`config.mk`:
```
export PLATFORM = sky130hd
export DESIGN_NAME = sgf_norm_round_fsm_flat
export DESIGN_NICKNAME = d
export VERILOG_FILES = /design/src/rtl/sgf_norm_round_fsm_pkg.sv /design/src/rtl/sgf_norm_round_fsm_if.sv /design/src/rtl/sgf_norm_round_fsm_round_decide.sv /design/src/rtl/sgf_norm_round_fsm.sv /design/src/flat_wrapper.sv
export SDC_FILE = /design/constraint.sdc
export NUM_CORES = 1
export LEC_CHECK = 0
export ABC_AREA = 1
export CAP_MARGIN = 20
export CORE_MARGIN = 4
export CORE_UTILIZATION = 47
export DETAILED_ROUTE_END_ITERATION = 16
export PLACE_DENSITY_LB_ADDON = 0.3
export SYNTH_ARGS = -nofsm -noshare
export SYNTH_HDL_FRONTEND = slang
export SYNTH_SLANG_ARGS = --single-unit
export TNS_END_PERCENT = 100
```
`constraint.sdc`:
```
create_clock -name clk -period 5.77 [get_ports clk]
set_input_delay 1.731 -clock clk [delete_from_list [all_inputs] [get_ports clk]]
set_output_delay 1.731 -clock clk [all_outputs]
set_load 0.05 [all_outputs]
```
`src/rtl/sgf_norm_round_fsm_pkg.sv`:
```
// Shared definitions for the FP multiplier significand path: rounding-mode codes and
// the normalise/round FSM state encoding.
package sgf_norm_round_fsm_pkg;

    localparam logic [1:0] RM_RNE = 2'b00;
    localparam logic [1:0] RM_RTZ = 2'b01;
    localparam logic [1:0] RM_RUP = 2'b10;
    localparam logic [1:0] RM_RDN = 2'b11;

    typedef enum logic [2:0] {
        ST_IDLE   = 3'd0,
        ST_NORM   = 3'd1,
        ST_ROUND  = 3'd2,
        ST_RENORM = 3'd3,
        ST_DONE   = 3'd4
    } state_e;

endpackage

```
`src/rtl/sgf_norm_round_fsm_if.sv`:
```
// Valid/ready link between the significand product stage and the normalise/round stage,
// and from that stage on to the exponent/pack stage.
interface sgf_norm_round_fsm_if #(parameter int W_Sgf = 23);
    logic               in_valid;
    logic               in_ready;
    logic [W_Sgf+1:0]   sgf_in;
    logic               guard_in;
    logic               sticky_in;
    logic               sign_in;
    logic [1:0]         rmode_in;
    logic               out_valid;
    logic               out_ready;
    logic [W_Sgf:0]     sgf_out;
    logic [1:0]         exp_inc;
    logic               inexact;

    modport master (
        output in_valid, sgf_in, guard_in, sticky_in, sign_in, rmode_in, out_ready,
        input  in_ready, out_valid, sgf_out, exp_inc, inexact
    );

    modport slave (
        input  in_valid, sgf_in, guard_in, sticky_in, sign_in, rmode_in, out_ready,
        output in_ready, out_valid, sgf_out, exp_inc, inexact
    );
endinterface

```
`src/rtl/sgf_norm_round_fsm_round_decide.sv`:
```
// Rounding increment decision; purely combinational so the adder path can share it.
module fp_round_decide
    import sgf_norm_round_fsm_pkg::*;
(
    input  logic [1:0] rmode,
    input  logic       sign,
    input  logic       lsb,
    input  logic       g,
    input  logic       s,
    output logic       inc
);
    always_comb begin
        inc = 1'b0;
        case (rmode)
            RM_RNE:  inc = g & (s | lsb);
            RM_RTZ:  inc = 1'b0;
            RM_RUP:  inc = ~sign & (g | s);
            RM_RDN:  inc = sign & (g | s);
            default: inc = 1'b0;
        endcase
    end
endmodule

```
`src/rtl/sgf_norm_round_fsm.sv`:
```
// Sequential normalise -> round -> re-normalise of the multiplier product significand,
// producing the final significand, an exponent increment and the inexact flag.
//
// state     | meaning
// ----------+-----------------------------------------------------------
// ST_IDLE   | waiting for an operand, in_ready=1
// ST_NORM   | drop the carry bit if set (shift right into guard/sticky)
// ST_ROUND  | apply the rounding increment, detect round overflow
// ST_RENORM | round overflowed: result is 1.000..0, bump exponent again
// ST_DONE   | result presented, held until out_ready
module sgf_norm_round_fsm
    import sgf_norm_round_fsm_pkg::*;
#(
    parameter int W_Sgf = 23
)(
    input  logic               clk,
    input  logic               rst,
    sgf_norm_round_fsm_if.slave bus
);
    state_e           state;
    logic [W_Sgf+1:0] sgf_q;
    logic             g_q;
    logic             s_q;
    logic             sign_q;
    logic [1:0]       rmode_q;
    logic [W_Sgf:0]   mant_q;
    logic [W_Sgf:0]   sum_hi_q;
    logic             out_valid_q;
    logic [W_Sgf:0]   sgf_out_q;
    logic [1:0]       exp_inc_q;
    logic             inexact_q;

    logic             inc;
    logic [W_Sgf+1:0] sum;

    fp_round_decide u_round_decide (
        .rmode (rmode_q),
        .sign  (sign_q),
        .lsb   (mant_q[0]),
        .g     (g_q),
        .s     (s_q),
        .inc   (inc)
    );

    assign sum = {1'b0, mant_q} + {{(W_Sgf+1){1'b0}}, inc};

    always_ff @(posedge clk or posedge rst) begin
        if (rst) begin
            state       <= ST_IDLE;
            sgf_q       <= '0;
            g_q         <= 1'b0;
            s_q         <= 1'b0;
            sign_q      <= 1'b0;
            rmode_q     <= RM_RNE;
            mant_q      <= '0;
            sum_hi_q    <= '0;
            out_valid_q <= 1'b0;
            sgf_out_q   <= '0;
            exp_inc_q   <= 2'd0;
            inexact_q   <= 1'b0;
        end else begin
            case (state)
                ST_IDLE: begin
                    if (bus.in_valid) begin
                        sgf_q     <= bus.sgf_in;
                        g_q       <= bus.guard_in;
                        s_q       <= bus.sticky_in;
                        sign_q    <= bus.sign_in;
                        rmode_q   <= bus.rmode_in;
                        exp_inc_q <= 2'd0;
                        // An exact zero needs no normalising or rounding.
                        if (bus.sgf_in == '0 && !bus.guard_in && !bus.sticky_in) begin
                            sgf_out_q   <= '0;
                            inexact_q   <= 1'b0;
                            out_valid_q <= 1'b1;
                            state       <= ST_DONE;
                        end else begin
                            state <= ST_NORM;
                        end
                    end
                end
                ST_NORM: begin
                    if (sgf_q[W_Sgf+1]) begin
                        mant_q    <= sgf_q[W_Sgf+1:1];
                        g_q       <= sgf_q[0];
                        s_q       <= s_q | g_q;
                        exp_inc_q <= 2'd1;
                    end else begin
                        mant_q    <= sgf_q[W_Sgf:0];
                        exp_inc_q <= 2'd0;
                    end
                    state <= ST_ROUND;
                end
                ST_ROUND: begin
                    inexact_q <= g_q | s_q;
                    sum_hi_q  <= sum[W_Sgf+1:1];
                    if (sum[W_Sgf+1]) begin
                        state <= ST_RENORM;
                    end else begin
                        sgf_out_q   <= sum[W_Sgf:0];
                        out_valid_q <= 1'b1;
                        state       <= ST_DONE;
                    end
                end
                ST_RENORM: begin
                    sgf_out_q   <= sum_hi_q;
                    exp_inc_q   <= exp_inc_q + 2'd1;
                    out_valid_q <= 1'b1;
                    state       <= ST_DONE;
                end
                ST_DONE: begin
                    if (bus.out_ready) begin
                        out_valid_q <= 1'b0;
                        state       <= ST_IDLE;
                    end
                end
                default: state <= ST_IDLE;
            endcase
        end
    end

    assign bus.in_ready  = (state == ST_IDLE);
    assign bus.out_valid = out_valid_q;
    assign bus.sgf_out   = sgf_out_q;
    assign bus.exp_inc   = exp_inc_q;
    assign bus.inexact   = inexact_q;
endmodule

```
`src/flat_wrapper.sv`:
```
// flat-port wrapper written by rule: the top's interface ports become plain ports
module sgf_norm_round_fsm_flat import sgf_norm_round_fsm_pkg::*;
#(
    parameter int W_Sgf = 23
)
  (clk, rst, bus_in_valid, bus_sgf_in, bus_guard_in, bus_sticky_in, bus_sign_in, bus_rmode_in, bus_out_ready, bus_in_ready, bus_out_valid, bus_sgf_out, bus_exp_inc, bus_inexact);
  sgf_norm_round_fsm_if #(.W_Sgf(W_Sgf)) bus_i ();
  input  logic clk;
  input  logic rst;
  input wire logic [$bits(bus_i.in_valid)-1:0] bus_in_valid;
  input wire logic [$bits(bus_i.sgf_in)-1:0] bus_sgf_in;
  input wire logic [$bits(bus_i.guard_in)-1:0] bus_guard_in;
  input wire logic [$bits(bus_i.sticky_in)-1:0] bus_sticky_in;
  input wire logic [$bits(bus_i.sign_in)-1:0] bus_sign_in;
  input wire logic [$bits(bus_i.rmode_in)-1:0] bus_rmode_in;
  input wire logic [$bits(bus_i.out_ready)-1:0] bus_out_ready;
  output wire logic [$bits(bus_i.in_ready)-1:0] bus_in_ready;
  output wire logic [$bits(bus_i.out_valid)-1:0] bus_out_valid;
  output wire logic [$bits(bus_i.sgf_out)-1:0] bus_sgf_out;
  output wire logic [$bits(bus_i.exp_inc)-1:0] bus_exp_inc;
  output wire logic [$bits(bus_i.inexact)-1:0] bus_inexact;
  assign bus_i.in_valid = bus_in_valid;
  assign bus_i.sgf_in = bus_sgf_in;
  assign bus_i.guard_in = bus_guard_in;
  assign bus_i.sticky_in = bus_sticky_in;
  assign bus_i.sign_in = bus_sign_in;
  assign bus_i.rmode_in = bus_rmode_in;
  assign bus_i.out_ready = bus_out_ready;
  assign bus_in_ready = bus_i.in_ready;
  assign bus_out_valid = bus_i.out_valid;
  assign bus_sgf_out = bus_i.sgf_out;
  assign bus_exp_inc = bus_i.exp_inc;
  assign bus_inexact = bus_i.inexact;
  sgf_norm_round_fsm #(.W_Sgf(W_Sgf)) u_core (.clk(clk), .rst(rst), .bus(bus_i));
endmodule
```
==> PnR_summary.wiki, run 1 <==
{| class="wikitable"
! Metric !! Value
|-
| Initial antenna violation count || 0
|-
| Net switching power || roughly 1.6 mW
|-
| Area fraction in compound gates after synthesis || approximately 12%
|-
| Number of nets in the finished design || 776
|-
| Mean routed wirelength per cell || about 14 µm
|-
| Violation count after the first detailed-route iteration || ~300
|-
| Number of standard cells after synthesis || around 690
|-
| Required time worst endpoint || 4.04 ns
|-
| Fin crit share || 66.7%
|-
| Floorplan Core Area || between 10,000 and 15,000 µm²
|-
| Proportion of layout cells with a drive suffix above 1 || 4.56%
|-
| Main combinational cell family by area after synthesis || simple AND/OR/NAND/NOR gates
|-
| Hold-fix buffers at CTS || 0
|-
| CTS tree || done
|-
| PnR Total Power || roughly 3.5 mW
|-
| Initial standard-cell utilization of the core || 48.4%
|-
| Fraction of power consumed by sequential logic || 39.3%
|-
| Post-synthesis register bit count || roughly 110
|-
| Data arrival time of the critical path || 2.12 ns
|-
| Most frequently used flop master after synthesis || dfrtp_1
|-
| Top post-synthesis cells by area || dfrtp_1 52%, nand2_1 18%, o21ai_0 6.8%, inv_1 4.8%, nor2_1 3.9%
|-
| Share of total power in combinational logic || 41.8%
|-
| Worst-Margin Slew || 0.953 ns
|-
| Vias in the first global route || 4,454
|-
| Parity-gate share of the synthesized area counting xor and xnor cells || less than 1%
|-
| Total wire length || ~13,000 µm
|-
| Max-cap viol count || 0
|-
| Net count after synthesis || roughly 720
|-
| Category of the worst setup path launch point || register
|-
| Overall die area || between 10,000 and 15,000 µm²
|-
| Fraction of the yosys area taken by sequential cells || roughly 52%
|-
| Cell type contributing the most total cell area after synthesis || dfrtp_1
|-
| First-pass detailed-route iteration total || 5
|-
| Skew-Pair Late Insertion Delay || between 0.3 and 0.4 ns
|-
| Final-report max-slew violation count || 0
|-
| CTS Sinks || 109
|-
| Crit end category || output port
|-
| Multi-input gate area in the final layout || ~2200 µm²
|-
| Pin count of the biggest net entering global routing || 47
|-
| Number of failing hold endpoints at the final stage || 0
|-
| Vias per cell || 5.11
|-
| Final weighted congestion in routability-driven placement || ~0.9
|-
| Clock root cell || clkbuf_16
|-
| Port Buf Inserts || between 60 and 70
|-
| Post-synth cell types || 36
|-
| Setup Skew || 0.00812 ns
|-
| Y dimension of the die || roughly 110 µm
|-
| Adder-Cell Fraction of Synth Area || less than 1%
|-
| Count of vias placed by the detailed router || about 4,500
|-
| Util after Layout || 57.8%
|-
| Post-synthesis area per instance || about 7.7 µm²
|-
| Worst hold path type || reg -> reg
|-
| Cell area after synthesis || around 5300 µm²
|-
| Area used by sequential logic in the layout || between 2000 and 3000 µm²
|-
| Number of design rule violations left after detail routing || 0
|-
| Yosys top cell area share || between 50% and 60%
|-
| Top-Level Pins || 63
|-
| Number of buffers inserted by post-CTS setup repair || 0
|-
| Antenna cell count || 0
|-
| Setup Crit Path Kind || reg -> out
|-
| Maximum net fanout on the critical path || 6
|-
| Area added between synthesis and finish || 19.4%
|-
| Post-CTS clock slew at the launch and capture registers of the worst setup and hold paths || ~0.07 ns
|-
| Total negative slack || 0 ns
|-
| HPWL after DPL || between 9000 and 10,000 µm
|-
| Final setup vio count || 0
|-
| Outcome || finished clean
|-
| Horizontal die dimension || roughly 110 µm
|-
| Count of standard-cell rows || 38
|-
| Fillers || between 1,000 and 1,500
|-
| Unrepaired setup endpoints after global routing || false
|-
| EDFF count, synth || 0
|-
| Switching Share || between 40 and 50%
|-
| Async set or reset register ratio after synthesis || 100%
|-
| Number of gates resized after CTS || 0
|-
| Post-layout minimum cycle time || 3.85 ns
|-
| Power density over the cells || 559 nW/µm²
|-
| First-pass GRT wire length || approximately 22,000 µm
|-
| Leakage power summed over all cells || between 3 and 4 nW
|-
| Remaining Overflow, GRT || 0
|-
| Portion of total power attributed to the clock network || a little under a fifth
|-
| Max clock buf depth || 2
|-
| Timing-limited maximum frequency || roughly 260 MHz
|-
| Relative max-transition margin || a little over a third
|-
| Area share of and/or/nand/nor cells after synthesis || approximately 28%
|-
| Internal Power || about 2 mW
|-
| Mux contribution to synthesized area || 0%
|-
| Total global routing track utilization || about a fifth
|-
| Yosys synthesis warning count || 0
|-
| Clock buffer count from CTS || 9
|-
| CTS H-Tree Depth || 3
|-
| Maximum vdd drop || approximately 0.00028 V
|-
| Post-detailed-route count of antenna-violating nets || 0
|}
## synth_stat cells, types with 2 or more instances
master / instances
nor2_2: 4
o21ai_0: 72
clkbuf_1: 16
o31ai_1: 3
o211ai_1: 18
buf_2: 6
buf_6: 2
ha_1: 2
nand2_1: 253
inv_1: 68
nor2_1: 55
nand3_1: 37
o21bai_1: 2
inv_2: 3
nand3_2: 3
o21ai_1: 2
nor3_1: 3
a21oi_1: 9
dfrtp_1: 109
nand4_1: 4
a22oi_1: 2
## worst paths after layout
| check | slack [ns] | endpoint | depth (start not counted) | startpoint |
|---|---|---|---|---|
| worst max-delay path | 1.92 | bus_in_ready | 2 | u_core.state[0]$_DFFE_PP0P_ |
| worst min-delay path | 0.48 | u_core.bus.sgf_out[13]$_DFFE_PP0P_ | 2 | u_core.bus.sgf_out[13]$_DFFE_PP0P_ |
| worst max register to register | 2.55 | u_core.bus.sgf_out[21]$_DFFE_PP0P_ | 12 | u_core.rmode_q[0]$_DFFE_PP0P_ |
| worst min register to register | 0.48 | u_core.bus.sgf_out[13]$_DFFE_PP0P_ | 2 | u_core.bus.sgf_out[13]$_DFFE_PP0P_ |
| max in group asynchronous | 3.16 | u_core.mant_q[1]$_DFFE_PP0P_ | 3 | rst |
| min in group asynchronous | 1.72 | u_core.bus.sgf_out[14]$_DFFE_PP0P_ | 2 | rst |
## flip-flops by register name, summed over array words and instances, names as in the netlist
register,flops
u_core.bus.exp_inc,2
u_core.bus.inexact,1
u_core.bus.out_valid,1
u_core.bus.sgf_out,24
u_core.g_q,1
u_core.mant_q,24
u_core.rmode_q,2
u_core.s_q,1
u_core.sgf_q,25
u_core.sign_q,1
u_core.state,3
u_core.sum_hi_q,24
## kinds of logic after synthesis
| logic type | Yosys count |
|---|---|
| simple gates | 364 |
| flops | 109 |
| fa+ha+maj | 2 |
| xor+xnor | 2 |
| compound gates | 114 |
| buf+inv | 97 |
## power by group through the flow
stage	combinational (mW)	clock [mW]	sequential, mW
2_1_floorplan	0.850	0	1.58
3_3_place_gp	1.45	0	1.38
3_5_place_dp	1.48	0	1.40
4_1_cts	1.49	0.681	1.38
5_1_grt	1.65	0.709	1.44
6_report	1.48	0.669	1.39
## layer usage
layer	vias to the layer above	wire, µm	track usage [%]
met5	-	0	0
met4	0	246	6.73
met3	18	496	3.33
met2	104	5960	33.4
met1	2099	6120	29.8
li1	2303	-	-
## cell usage in the layout, fill, tap and decap left out, types with 2 or more instances in the layout
cell type	synthesis	layout
clkbuf_16	0	9
inv_2	3	3
dfrtp_1	109	109
a22oi_1	2	2
o21bai_1	2	2
nand3_1	37	37
o211ai_1	18	18
a21oi_1	9	9
ha_1	2	2
nor2_2	4	5
o21ai_0	72	72
nand3_2	3	3
o31ai_1	3	3
buf_4	0	4
nand4_1	4	4
nor2_1	55	54
nand2_1	253	253
clkdlybuf4s50_1	0	62
o21ai_1	2	2
inv_1	68	67
nor3_1	3	3
bufinv_16	0	2
## per-stage QoR
| stage | area [µm²] | setup slack (ns) | cells | hold WS (ns) |
|---|---|---|---|---|
| after CTS | 6320 | 1.92 | 885 | 0.482 |
| final | 6320 | 1.92 | 885 | 0.479 |
| after floorplan | 5290 | 1.17 | 688 | 0.443 |
| after global routing | 6320 | 1.68 | 885 | 0.502 |
| after global placement | 5990 | 1.73 | 869 | 0.456 |
| after detailed placement | 5990 | 1.62 | 869 | 0.466 |
## layout make-up
class                   count  share of cell area, %
multi-input cells         482                   34.3
inverters                  72                   4.32
flip-flops and latches    109                   43.2
clock buffers              11                   3.84
repair buffers             66                   10.3
clock inverters             5                   1.31
well taps                 140                   2.77
## critical path, stage by stage, from the launching register on
cell,delay [ns]
dfrtp_1,0.48
nor3_1,0.40
clkdlybuf4s50_1,0.89
(Power assumes the default switching activity.)
==> inputs of run 2 (changes only) <==
Clock period 5.77 ns to 3.21 ns, I/O delays scaled along.
==> run 2 against run 1 <==
  * Critical path depth unchanged
  * First-iteration DRC count is 19% higher
  * Combinational power rose by 86%
  * Routed wire length fell by 0.47%
  * Critical endpoint unchanged
  * Highest routed layer unchanged
==> PnR_summary.wiki, run 2 (synthesized netlist as in run 1, its figures left out) <==
{| class="wikitable"
! Metric !! Value
|-
| Outcome || finished clean
|-
| Timing-limited maximum frequency || roughly 330 MHz
|-
| HPWL after DPL || a little under 10,000 µm
|-
| First-pass GRT wire length || ~22,000 µm
|-
| Max-cap viol count || 0
|-
| Pin count of the biggest net entering global routing || 48
|-
| Count of standard-cell rows || 38
|-
| Top-Level Pins || 63
|-
| Final-report max-slew violation count || 0
|-
| Violation count after the first detailed-route iteration || ~350
|-
| Remaining Overflow, GRT || 0
|-
| Leakage power summed over all cells || roughly 3 nW
|-
| CTS H-Tree Depth || 3
|-
| Flip-flop count of the largest register after layout || 25
|-
| Initial standard-cell utilization of the core || ~48%
|-
| Cell Count Post-Placement || around 900
|-
| Total negative slack || 0 ns
|-
| PnR Total Power || 6.26 mW
|-
| Post-CTS clock slew at the launch and capture registers of the worst setup and hold paths || about 0.07 ns
|-
| Unrepaired setup endpoints after global routing || false
|-
| Port Buf Inserts || between 60 and 70
|-
| Count of vias placed by the detailed router || between 4,000 and 5,000
|-
| CP Buf/Inv Count || 1
|-
| Post-layout minimum cycle time || just over 3 ns
|-
| Required time worst endpoint || roughly 2.3 ns
|-
| Proportion of layout cells with a drive suffix above 1 || between 5 and 6%
|-
| Vias per cell || between 5 and 6
|-
| Number of failing hold endpoints at the final stage || 0
|-
| Final weighted congestion in routability-driven placement || 0.873
|-
| Category of the worst setup path launch point || register
|-
| Worst-Margin Slew || roughly 0.57 ns
|-
| Most used cells in the layout excluding fill and tap cells || 253 x nand2_1, 109 x dfrtp_1, 72 x o21ai_0
|-
| Total wire length || 12,800 µm
|-
| Relative max-transition margin || 61.7%
|-
| First-pass detailed-route iteration total || 6
|-
| Hold-fix buffers at CTS || 0
|-
| Critical Path, Cell by Cell || nor3_1 -> clkdlybuf4s50_1
|-
| Leading cell type in the layout, fill and taps excluded || nand2_1
|-
| Vias in the first global route || between 4,000 and 5,000
|-
| Antenna cell count || 0
|-
| Worst hold endpoint || u_core.bus.sgf_out[11]$_DFFE_PP0P_
|-
| CTS tree || done
|-
| Setup slack, reg-to-reg || around 0.46 ns
|-
| Crit end category || output port
|-
| CTS Sinks || roughly 110
|-
| Final setup vio count || 0
|-
| Setup Crit Path Kind || reg -> out
|-
| Initial antenna violation count || 0
|-
| Post-detailed-route count of antenna-violating nets || 0
|-
| Floorplan Core Area || 10,900 µm²
|-
| Clock buffer count from CTS || 9
|-
| Horizontal die dimension || between 100 and 150 µm
|-
| R2r endpoint || u_core.bus.sgf_out[8]$_DFFE_PP0P_
|-
| Skew-Pair Late Insertion Delay || 0.34 ns
|-
| Register with the highest flop count || u_core.sgf_q
|-
| Number of design rule violations left after detail routing || 0
|-
| Power density over the cells || 986 nW/µm²
|-
| Number of gates resized after CTS || 0
|-
| Fin crit share || a little over nine tenths
|-
| Max clock buf depth || 2
|-
| Slowest-stage cell, CP || clkdlybuf4s50_1
|-
| Area added between synthesis and finish || 20.1%
|-
| Setup Skew || roughly 0.011 ns
|-
| Number of nets in the finished design || 781
|-
| Min-Delay Path Depth || 2
|-
| Overall die area || between 10,000 and 15,000 µm²
|-
| Clock root cell || clkbuf_16
|-
| Data arrival time of the critical path || approximately 2 ns
|-
| Maximum net fanout on the critical path || 6
|-
| Crit-path leading delay family || buffers and inverters
|-
| Origin of the worst min-delay path || u_core.bus.sgf_out[11]$_DFFE_PP0P_
|-
| Y dimension of the die || about 110 µm
|-
| Post-Layout Cell Count || ~900
|-
| Number of logic stages on the critical path including buffering || 2
|-
| Worst hold path type || reg -> reg
|-
| Launch instance of the worst register-to-register path || u_core.rmode_q[0]$_DFFE_PP0P_
|-
| Maximum vdd drop || around 0.00064 V
|-
| Slowest Stage Delay on Critical Path || between 0.8 and 0.9 ns
|-
| Mean routed wirelength per cell || 14.3 µm
|-
| FF-to-FF path depth || 12
|-
| Total global routing track utilization || roughly a fifth
|-
| Number of buffers inserted by post-CTS setup repair || 0
|}
-- run 2: cell type report --
cell class | count | area, µm²
clock inverters | 3 | 27.5
clock buffers | 12 | 267
inverters | 72 | 274
multi-input cells | 482 | 2170
flip-flops and latches | 109 | 2730
well taps | 140 | 175
repair buffers | 71 | 713
fillers | 1043 | 4580
-- run 2: worst max path at each step --
stage,slack [ns],end,startpoint
floorplan,0.61,bus_in_ready,u_core.state[0]$_DFFE_PP0P_
global placement,0.55,u_core.bus.sgf_out[10]$_DFFE_PP0P_,bus_sgf_in[18]
detailed placement,0.49,u_core.bus.sgf_out[8]$_DFFE_PP0P_,bus_sgf_in[21]
CTS,0.18,bus_in_ready,u_core.state[0]$_DFFE_PP0P_
global route,0.06,bus_in_ready,u_core.state[0]$_DFFE_PP0P_
finish,0.19,bus_in_ready,u_core.state[0]$_DFFE_PP0P_
-- run 2: per-layer routing --
metal | part of all wire, % | up-vias | track usage (%)
met5 | 0 | - | 0
met4 | 2.6 | 0 | 8.08
met3 | 4.7 | 18 | 2.85
met2 | 46 | 121 | 33.0
met1 | 46 | 2132 | 29.5
li1 | - | 2310 | -
-- run 2: worst register-to-register path: stages, from the launching register on --
cell and delay [ns]:
dfrtp_1 0.41, o41ai_1 0.47, ha_1 0.30, ha_1 0.27
nand3_2 0.14, inv_1 0.12, nand2_1 0.09, inv_2 0.10
nand3_2 0.15, nand3_2 0.17, buf_4 0.29, nand2_1 0.11
nand3_1 0.08
-- run 2: through the flow --
step / utilization, % / hold slack [ns] / area [µm²] / worst slack [ns]
global placement: 55.4 / 0.458 / 6060 / 0.553
global route: 58.1 / 0.500 / 6350 / 0.0594
CTS: 58.1 / 0.481 / 6350 / 0.175
floorplan: - / 0.443 / 5300 / 0.608
detailed placement: 55.4 / 0.464 / 6060 / 0.489
finish: 58.1 / 0.481 / 6350 / 0.195
-- run 2: where the power goes --
group          leakage, nW  internal (mW)  switching (mW)  total (mW)
registers             1.39           2.00           0.439        2.44
logic                 1.55          0.886            1.86        2.75
clock network        0.143          0.594           0.485        1.08
